### config.mk
export PLATFORM = sky130hd
export DESIGN_NAME = dm_arbiter
export DESIGN_NICKNAME = d
export VERILOG_FILES = /design/src/rtl/dm_arbiter_pkg.sv /design/src/rtl/dm_arb_starve.sv /design/src/rtl/dm_arbiter.sv
export SDC_FILE = /design/constraint.sdc
export NUM_CORES = 1
export LEC_CHECK = 0
export CELL_PAD_IN_SITES_DETAIL_PLACEMENT = 0
export CELL_PAD_IN_SITES_GLOBAL_PLACEMENT = 1
export CORE_MARGIN = 3
export CORE_UTILIZATION = 12
export CTS_BUF_LIST = sky130_fd_sc_hd__clkbuf_2 sky130_fd_sc_hd__clkbuf_4 sky130_fd_sc_hd__clkbuf_8
export DETAILED_ROUTE_END_ITERATION = 7
export PLACE_DENSITY_LB_ADDON = 0.1
export SLEW_MARGIN = 20
export SYNTH_ARGS = -nofsm -noshare
export SYNTH_HDL_FRONTEND = slang
export SYNTH_HIERARCHICAL = 1
export SYNTH_SLANG_ARGS = --single-unit
### constraint.sdc
create_clock -name clk -period 2 [get_ports clk]
set_clock_uncertainty 0.2 [all_clocks]
set_input_delay 0.2 -clock clk [delete_from_list [all_inputs] [get_ports clk]]
set_output_delay 0.2 -clock clk [all_outputs]
set_load 0.01 [all_outputs]
### src/rtl/dm_arbiter_pkg.sv
// Shared types for the data-memory arbiter.
// Read-owner enum and the default starvation limit.
package dm_arbiter_pkg;

  typedef enum logic [1:0] {
    RD_NONE = 2'd0,
    RD_CPU  = 2'd1,
    RD_DBG  = 2'd2
  } rd_owner_e;

  localparam int STARVE_MAX_DEF = 4;

endpackage

### src/rtl/dm_arb_starve.sv
// Saturating count of consecutive lost debug cycles.
// In: clk, rstn, dbg_req, dbg_gnt. Out: force_gnt (count hit limit).
module dm_arb_starve
  import dm_arbiter_pkg::*;
#(
  parameter int STARVE_MAX = STARVE_MAX_DEF
) (
  input  logic clk,
  input  logic rstn,
  input  logic dbg_req,
  input  logic dbg_gnt,
  output logic force_gnt
);

  localparam logic [3:0] LIMIT = 4'(STARVE_MAX);

  logic [3:0] cnt;

  assign force_gnt = (cnt == LIMIT);

  always_ff @(posedge clk or negedge rstn) begin
    if (!rstn) begin
      cnt <= 4'd0;
    end else if (!dbg_req || dbg_gnt) begin
      cnt <= 4'd0;
    end else if (cnt != LIMIT) begin
      cnt <= cnt + 4'd1;
    end
  end

endmodule

### src/rtl/dm_arbiter.sv
// CPU/debug arbiter in front of a 1-cycle synchronous data memory.
// Ports: cpu_* and dbg_* request groups, dm_* memory port;
// perf_cpu_stall/perf_dbg_gnt only with DM_ARB_PERF_EN defined.
module dm_arbiter
  import dm_arbiter_pkg::*;
#(
  parameter int ADDR_W     = 32,
  parameter int STARVE_MAX = STARVE_MAX_DEF
) (
  input  logic              clk,
  input  logic              rstn,
  input  logic              cpu_req,
  input  logic              cpu_we,
  input  logic [3:0]        cpu_be,
  input  logic [ADDR_W-1:0] cpu_addr,
  input  logic [31:0]       cpu_wdata,
  output logic              cpu_stall,
  output logic              cpu_rvalid,
  output logic [31:0]       cpu_rdata,
  input  logic              dbg_req,
  input  logic              dbg_we,
  input  logic [3:0]        dbg_be,
  input  logic [ADDR_W-1:0] dbg_addr,
  input  logic [31:0]       dbg_wdata,
  output logic              dbg_gnt,
  output logic              dbg_rvalid,
  output logic [31:0]       dbg_rdata,
  output logic              dm_en,
  output logic [3:0]        dm_we,
  output logic [ADDR_W-1:0] dm_addr,
  output logic [31:0]       dm_wdata,
  input  logic [31:0]       dm_rdata
`ifdef DM_ARB_PERF_EN
  ,
  output logic [31:0]       perf_cpu_stall,
  output logic [31:0]       perf_dbg_gnt
`endif
);

  logic      force_gnt;
  logic      cpu_gnt;
  rd_owner_e rd_owner;

  dm_arb_starve #(
    .STARVE_MAX(STARVE_MAX)
  ) u_starve (
    .clk      (clk),
    .rstn     (rstn),
    .dbg_req  (dbg_req),
    .dbg_gnt  (dbg_gnt),
    .force_gnt(force_gnt)
  );

  // CPU has priority unless debug has starved long enough.
  assign dbg_gnt   = dbg_req & (~cpu_req | force_gnt);
  assign cpu_gnt   = cpu_req & ~dbg_gnt;
  assign cpu_stall = cpu_req & ~cpu_gnt;

  always_comb begin
    dm_en    = 1'b0;
    dm_we    = 4'b0000;
    dm_addr  = '0;
    dm_wdata = '0;
    unique case (1'b1)
      dbg_gnt: begin
        dm_en    = 1'b1;
        dm_we    = dbg_we ? dbg_be : 4'b0000;
        dm_addr  = dbg_addr;
        dm_wdata = dbg_wdata;
      end
      cpu_gnt: begin
        dm_en    = 1'b1;
        dm_we    = cpu_we ? cpu_be : 4'b0000;
        dm_addr  = cpu_addr;
        dm_wdata = cpu_wdata;
      end
      default: ;
    endcase
  end

  // Tracks who the memory's next-cycle read data belongs to.
  always_ff @(posedge clk or negedge rstn) begin
    if (!rstn) begin
      rd_owner <= RD_NONE;
    end else begin
      unique case (1'b1)
        cpu_gnt & ~cpu_we: rd_owner <= RD_CPU;
        dbg_gnt & ~dbg_we: rd_owner <= RD_DBG;
        default:           rd_owner <= RD_NONE;
      endcase
    end
  end

  assign cpu_rvalid = (rd_owner == RD_CPU);
  assign dbg_rvalid = (rd_owner == RD_DBG);
  assign cpu_rdata  = cpu_rvalid ? dm_rdata : 32'd0;
  assign dbg_rdata  = dbg_rvalid ? dm_rdata : 32'd0;

`ifdef DM_ARB_PERF_EN
  always_ff @(posedge clk or negedge rstn) begin
    if (!rstn) begin
      perf_cpu_stall <= 32'd0;
      perf_dbg_gnt   <= 32'd0;
    end else begin
      if (cpu_stall) perf_cpu_stall <= perf_cpu_stall + 32'd1;
      if (dbg_gnt)   perf_dbg_gnt   <= perf_dbg_gnt + 32'd1;
    end
  end
`endif

endmodule

==> results.json, run 1 <==
{
  "status": "complete, but fails checks",
  "failed_checks": "negative setup slack",
  "cp.buffers_inverters": 5,
  "yosys.area_share.simple": 0.367,
  "final_core_util": 0.332,
  "firstDrtPassIters": 6,
  "cp.arrival_ns": 1.72,
  "p_per_area_nw_per_um2": 260,
  "drt_iter0_markers": 132,
  "synth_top_family_by_area": "compound AO/OA/AOI/OAI gates",
  "slowest_delay_ns": 0.33,
  "syn-num-nets": 517,
  "setup_violations": 68,
  "grt_pass1_vias": 3699,
  "fin_hold_ws_ns": 0.0170,
  "finalWorstSetupSlack_ns": -0.121,
  "synth_ff_type": "dfrtp_1",
  "tightest_slew_ns": 0.374,
  "cts_buffer_depth": 2,
  "irDropWorstVdd_uv": 123,
  "numCtsBuffers": 3,
  "synth.area.mux_share": 0.0244,
  "clock_latency_ns": 0.22,
  "final_common_cell": "clkdlybuf4s50_1",
  "path_common_cell": "buf_12",
  "ys_seq_area_frac": 0.0733,
  "synth_xor_xnor_area_share": 0.0128,
  "die_h_um": 137,
  "num-nets-final": 828,
  "layoutNonFillerInstCount": 870,
  "syn_to_final_growth_pct": 169,
  "top_layer_used": "met4",
  "r2r-end": "u_starve/cnt[0]$_DFFE_PN0P_",
  "slew_headroom": 0.751,
  "grt.overflow.total": 0,
  "finalHoldViolations": 0,
  "reg2reg_from": "u_starve/cnt[0]$_DFFE_PN0P_",
  "clock_sinks": 6,
  "root_buffer": "clkbuf_8",
  "layout_common_cells": "clkdlybuf4s50_1, buf_2, nand2_1",
  "place_congestion": 0.772,
  "maxCapViolCount": 0,
  "die_area_um2": 18700,
  "grt_usage": 0.139,
  "vias": 3705,
  "clkSlewWorstSetupHoldPaths_ns": 0.04,
  "die_w_um": 137,
  "cp_top_family": "buffers and inverters",
  "wirelength_um": 14300,
  "rows": 47,
  "synthAdderAreaFrac": 0.0122,
  "antenna_found_initial": 0,
  "final_antenna_net_count": 0,
  "port_buffers": 310,
  "fin_crit_sh": 1.06,
  "start_util": 0.123,
  "end_kind": "output port",
  "hold_path_class": "input pin to asynchronous set/reset pin",
  "rsz0062_at_grt": "yes",
  "synthArstFlopShare": 1.00,
  "met3_length_um": 1580,
  "required_ns": 1.60,
  "synth_cell_types": 27,
  "via_per_inst": 4.26,
  "grt_max_degree": 56,
  "drive_gt1_frac": 0.232,
  "mappedNetlistArea_um2": 2050,
  "path_max_fanout": 6,
  "crit_chain": "inv_1 -> ha_2 -> nand3b_4 -> clkinv_4 -> buf_12 -> buf_12 -> o211ai_1 -> o21ai_4 -> buf_6",
  "finalPower_mw": 1.43,
  "antenna_cells": 0,
  "max_freq_mhz": 472,
  "core-area_um2": 16600,
  "dp_cells": 855,
  "wl_met2_um": 7570,
  "p_leak_nw": 2.56,
  "grt_pass1_wl_um": 20600,
  "syn_area_per_cell_um2": 6.01,
  "ys_warn_count": 6,
  "startpoint_type": "flop",
  "rr_worst_depth": 10,
  "drt-met1-wl_um": 5080,
  "pin_count": 311,
  "path_class": "flop to output port",
  "hpwl_um": 11100,
  "slew_viol_final": 0,
  "ys_ff_latch": 6,
  "finalCriticalPeriod_ns": 2.12,
  "synth_compound_area_frac": 0.401,
  "worst-r2r-setup-slack_ns": 0.06,
  "place_ws_ns": -0.397,
  "drc": 0,
  "cp_slowest_cell": "dfrtp_1",
  "synth-edff-count": 0,
  "cts_max_level": 1,
  "syn_inst": 341,
  "cts_tree": "built",
  "avgRoutedWirePerCell_um": 16.5
}
-- worst register-to-register path, stage by stage (launching register included) --
cell	delay, ns
dfrtp_1	0.33
inv_1	0.05
ha_2	0.18
nand3b_4	0.10
clkinv_4	0.08
o21ai_4	0.19
inv_6	0.09
buf_6	0.16
buf_4	0.14
nand2b_2	0.21
nor2_1	0.14
-- how the worst max path moves through the flow --
stage	from	to	slack (ns)	cells past startpoint
global placement	u_starve/cnt[0]$_DFFE_PN0P_	dm_addr[29]	-0.40	9
CTS	u_starve/cnt[1]$_DFFE_PN0P_	dm_addr[29]	-0.15	9
detailed placement	u_starve/cnt[1]$_DFFE_PN0P_	dm_addr[29]	-0.40	9
floorplan	u_starve/cnt[0]$_DFFE_PN0P_	dm_wdata[23]	-0.02	9
global route	u_starve/cnt[0]$_DFFE_PN0P_	dm_addr[29]	-0.23	9
finish	u_starve/cnt[0]$_DFFE_PN0P_	dm_addr[29]	-0.12	9
-- synthesized netlist by cell type, types with 2 or more instances --
cell type	count	share of area
and2_1	64	0.20
clkbuf_1	24	0.044
dfrtp_1	6	0.073
o21ai_1	38	0.093
mux2i_1	5	0.024
nor2b_1	2	0.0061
o211ai_1	64	0.23
buf_6	5	0.027
buf_1	7	0.013
buf_2	5	0.012
inv_2	2	0.0037
inv_1	2	0.0037
nor2_1	4	0.0073
xnor2_1	2	0.0085
nand3_1	5	0.012
ha_1	2	0.012
nor3_2	2	0.0098
o21ai_0	26	0.063
nand2_1	68	0.12
-- registers in the layout, summed over array words and instances, names as in the netlist --
signal        count
rd_owner          2
u_starve/cnt      4
-- metrics by stage --
step	area [um2]	setup TNS, ns
3_3_place_gp	5590	-22.51
4_1_cts	5460	-7.55
2_1_floorplan	2120	-0.686
3_5_place_dp	5590	-22.61
6_report	5520	-5.29
5_1_grt	5520	-12.22
-- cell families after synthesis --
kind of cell	count (synthesis)
simple gates	148
buf+inv	47
compound gates	130
mux	5
flops	6
xor+xnor	3
fa+ha+maj	2
-- metal layers --
layer / track usage / vias to the layer above
met5: 0 / -
li1: - / 1825
met1: 0.152 / 1660
met3: 0.0401 / 6
met4: 0.0185 / 0
met2: 0.268 / 214
-- power breakdown --
part	internal (mW)	switching (mW)	total, mW
logic	0.644	0.474	1.12
clock network	0.129	0.0521	0.181
registers	0.129	0.00520	0.135
total	0.903	0.532	1.43
-- cell type report --
type                            count  area, um2
Tap cell                          220        275
Fill cell                        1811      11100
Inverter                            5       28.8
Sequential cell                     6        150
Clock buffer                        3       41.3
Multi-Input combinational cell    288       1800
Timing Repair Buffer              348       3230
-- repair_timing --
item                                    CTS  global route
hold buffers                              0             0
gates cloned                              5             0
hold endpoints to repair                  0             0
pin swaps                                17             8
setup buffers                             4             3
endpoints found under the setup margin  134            95
gates resized for setup                 390            18
Power figures use the tool's default switching activity.
==> run 2, diff against run 1 <==
CORE_MARGIN = not set   (was 3)
CORE_UTILIZATION = 13   (was 12)
clock period = 2.2 ns   (was 2 ns; I/O delays follow)
==> run 2 against run 1 <==
The run now ends clean; final area is 3.6% lower; final cell count is 2.6% lower; die area is 13% lower; critical path depth unchanged; global-route usage increased by 0.91 points; sequential cell count stayed put; core utilization up 1.6 points; critical path type unchanged; largest cell class unchanged.
==> results.json, run 2 (synthesis gave the netlist of run 1 again) <==
{
  "status": "completed",
  "path_common_cell": "inv_4",
  "switchingPower_uw": 451,
  "globalRoute.busiestLayer": "met2",
  "cp.buffers_inverters": 5,
  "grt.overflow.total": 0,
  "slew_viol_final": 0,
  "required_ns": 1.78,
  "num-nets-final": 814,
  "rows": 45,
  "place_ws_ns": -0.123,
  "via_per_inst": 4.21,
  "vias": 3565,
  "swShare": 0.361,
  "start_util": 0.134,
  "cts_max_level": 1,
  "final_antenna_net_count": 0,
  "drt_iter0_markers": 87,
  "root_buffer": "clkbuf_8",
  "hold_path_class": "input pin to asynchronous set/reset pin",
  "cts_buffer_depth": 2,
  "fin_tns_setup_ns": 0,
  "finalCriticalPeriod_ns": 2.17,
  "die_area_um2": 16300,
  "cts_tree": "built",
  "clock_latency_ns": 0.23,
  "p_comb_frac": 0.768,
  "place_congestion": 0.796,
  "regMostFlops": "u_starve/cnt",
  "grt_pass1_vias": 3606,
  "cp-startpoint": "u_starve/cnt[1]$_DFFE_PN0P_",
  "crit_chain": "inv_1 -> ha_2 -> nand3b_4 -> inv_4 -> o21ai_4 -> inv_4 -> buf_12 -> o21ai_1 -> clkdlybuf4s15_2",
  "fin_crit_sh": 0.985,
  "reg2reg_from": "u_starve/cnt[1]$_DFFE_PN0P_",
  "antenna_cells": 0,
  "drc": 0,
  "wirelength_um": 12700,
  "avgRoutedWirePerCell_um": 15.0,
  "r2r-end": "u_starve/cnt[0]$_DFFE_PN0P_",
  "cp_slowest_cell": "dfrtp_1",
  "met2_usage": 0.291,
  "p_per_area_nw_per_um2": 235,
  "irDropWorstVdd_uv": 104,
  "syn_to_final_growth_pct": 160,
  "cp.arrival_ns": 1.75,
  "path_class": "flop to output port",
  "met1_usage": 0.158,
  "die_h_um": 128,
  "top_regs": "u_starve/cnt: 4 flops, rd_owner: 2 flops",
  "layout_common_cells": "clkdlybuf4s50_1, nand2_1, o211ai_1, and2_1, buf_2",
  "grt_max_degree": 52,
  "slew_headroom": 0.794,
  "startpoint_type": "flop",
  "finalWorstSetupSlack_ns": 0.0325,
  "drive_gt1_frac": 0.181,
  "antenna_found_initial": 0,
  "maxCapViolCount": 0,
  "numCtsBuffers": 3,
  "slowest_delay_ns": 0.35,
  "tightest_slew_ns": 0.308,
  "grt_pass1_wl_um": 19100,
  "path_max_fanout": 33,
  "use_met3": 0.0364,
  "rr_worst_depth": 9,
  "die_w_um": 128,
  "seq_power_share": 0.098,
  "setup_violations": 0,
  "finalHoldViolations": 0,
  "final_common_cell": "clkdlybuf4s50_1",
  "port_buffers": 310,
  "grt_usage": 0.148,
  "end_kind": "output port",
  "pin_count": 311,
  "clkSlewWorstSetupHoldPaths_ns": 0.04,
  "clock_sinks": 6,
  "rsz0062_at_grt": "yes",
  "worst-r2r-setup-slack_ns": 0.43,
  "core-area_um2": 15300,
  "p_leak_nw": 2.13,
  "internal_power_uw": 799,
  "firstDrtPassIters": 4,
  "cp_top_family": "buffers and inverters",
  "largest_reg_flops": 4,
  "hpwl_um": 10300,
  "clkPwrFrac": 0.135,
  "max_freq_mhz": 461
}
-- run 2: cell types whose count changed in the layout (fill, tap and decap cells not counted), moves of 5 or more --
cell,change
buf_12,-5
o21ai_0,+7
buf_4,-5
buf_2,-12
o21ai_2,-9
dlygate4sd2_1,-59
clkdlybuf4s50_1,+65
buf_16,-5
clkdlybuf4s15_2,+9
-- run 2: worst max-delay path by stage --
stage | to | slack (ns) | cells past startpoint
2_1_floorplan | dm_wdata[23] | 0.09 | 9
3_3_place_gp | dm_addr[15] | -0.1 | 9
3_5_place_dp | dm_addr[22] | -0.12 | 9
4_1_cts | dm_wdata[16] | 0.008 | 9
5_1_grt | dm_wdata[17] | -0.06 | 9
6_report | dm_addr[27] | 0.03 | 9
-- run 2: power groups by stage --
| stage | Sequential [mW] | Clock [mW] | Combinational [mW] |
|---|---|---|---|
| 2_1_floorplan | 0.124 | 0 | 0.338 |
| 3_3_place_gp | 0.123 | 0 | 1.05 |
| 3_5_place_dp | 0.123 | 0 | 1.04 |
| 4_1_cts | 0.122 | 0.176 | 0.998 |
| 5_1_grt | 0.123 | 0.185 | 1.04 |
| 6_report | 0.122 | 0.168 | 0.959 |
-- run 2: cell type report --
class / instances / area (um2)
Timing Repair Buffer: 334 / 3110
Clock buffer: 3 / 41.3
Fill cell: 1660 / 9990
Sequential cell: 6 / 150
Multi-Input combinational cell: 288 / 1730
Tap cell: 211 / 264
Inverter: 5 / 23.8
-- run 2: timing repair --
action                                  CTS  global route
endpoints found under the setup margin   70            43
pin swaps                                 3             0
setup buffers                             0             0
hold buffers                              0             0
resized for setup                       252            48
-- run 2: metal layers --
| layer | up-vias | wire (um) |
|---|---|---|
| met5 | - | 0 |
| met4 | 0 | 114 |
| met3 | 8 | 1190 |
| met2 | 198 | 6660 |
| met1 | 1575 | 4710 |
| li1 | 1784 | - |
-- run 2: per-stage QoR --
stage / power [mW] / hold slack (ns) / std cells / utilization / instance area (um2)
final: 1.25 / 0.0520 / 847 / 0.348 / 5320
after CTS: 1.30 / 0.0555 / 847 / 0.357 / 5470
after global routing: 1.35 / 0.0728 / 847 / 0.348 / 5320
after floorplan: 0.462 / -0.276 / 341 / - / 2050
after global placement: 1.17 / 0.293 / 844 / 0.358 / 5480
after detailed placement: 1.17 / 0.295 / 844 / 0.358 / 5480
-- run 2: worst register-to-register path: cells and delay by family, from the launching register on --
kind,cells,cell delay (ns)
adders and majority gates,1,0.18
AOI/OAI and AO/OA,1,0.07
DFF,1,0.38
buffers and inverters,4,0.44
and+or+nand+nor,3,0.38
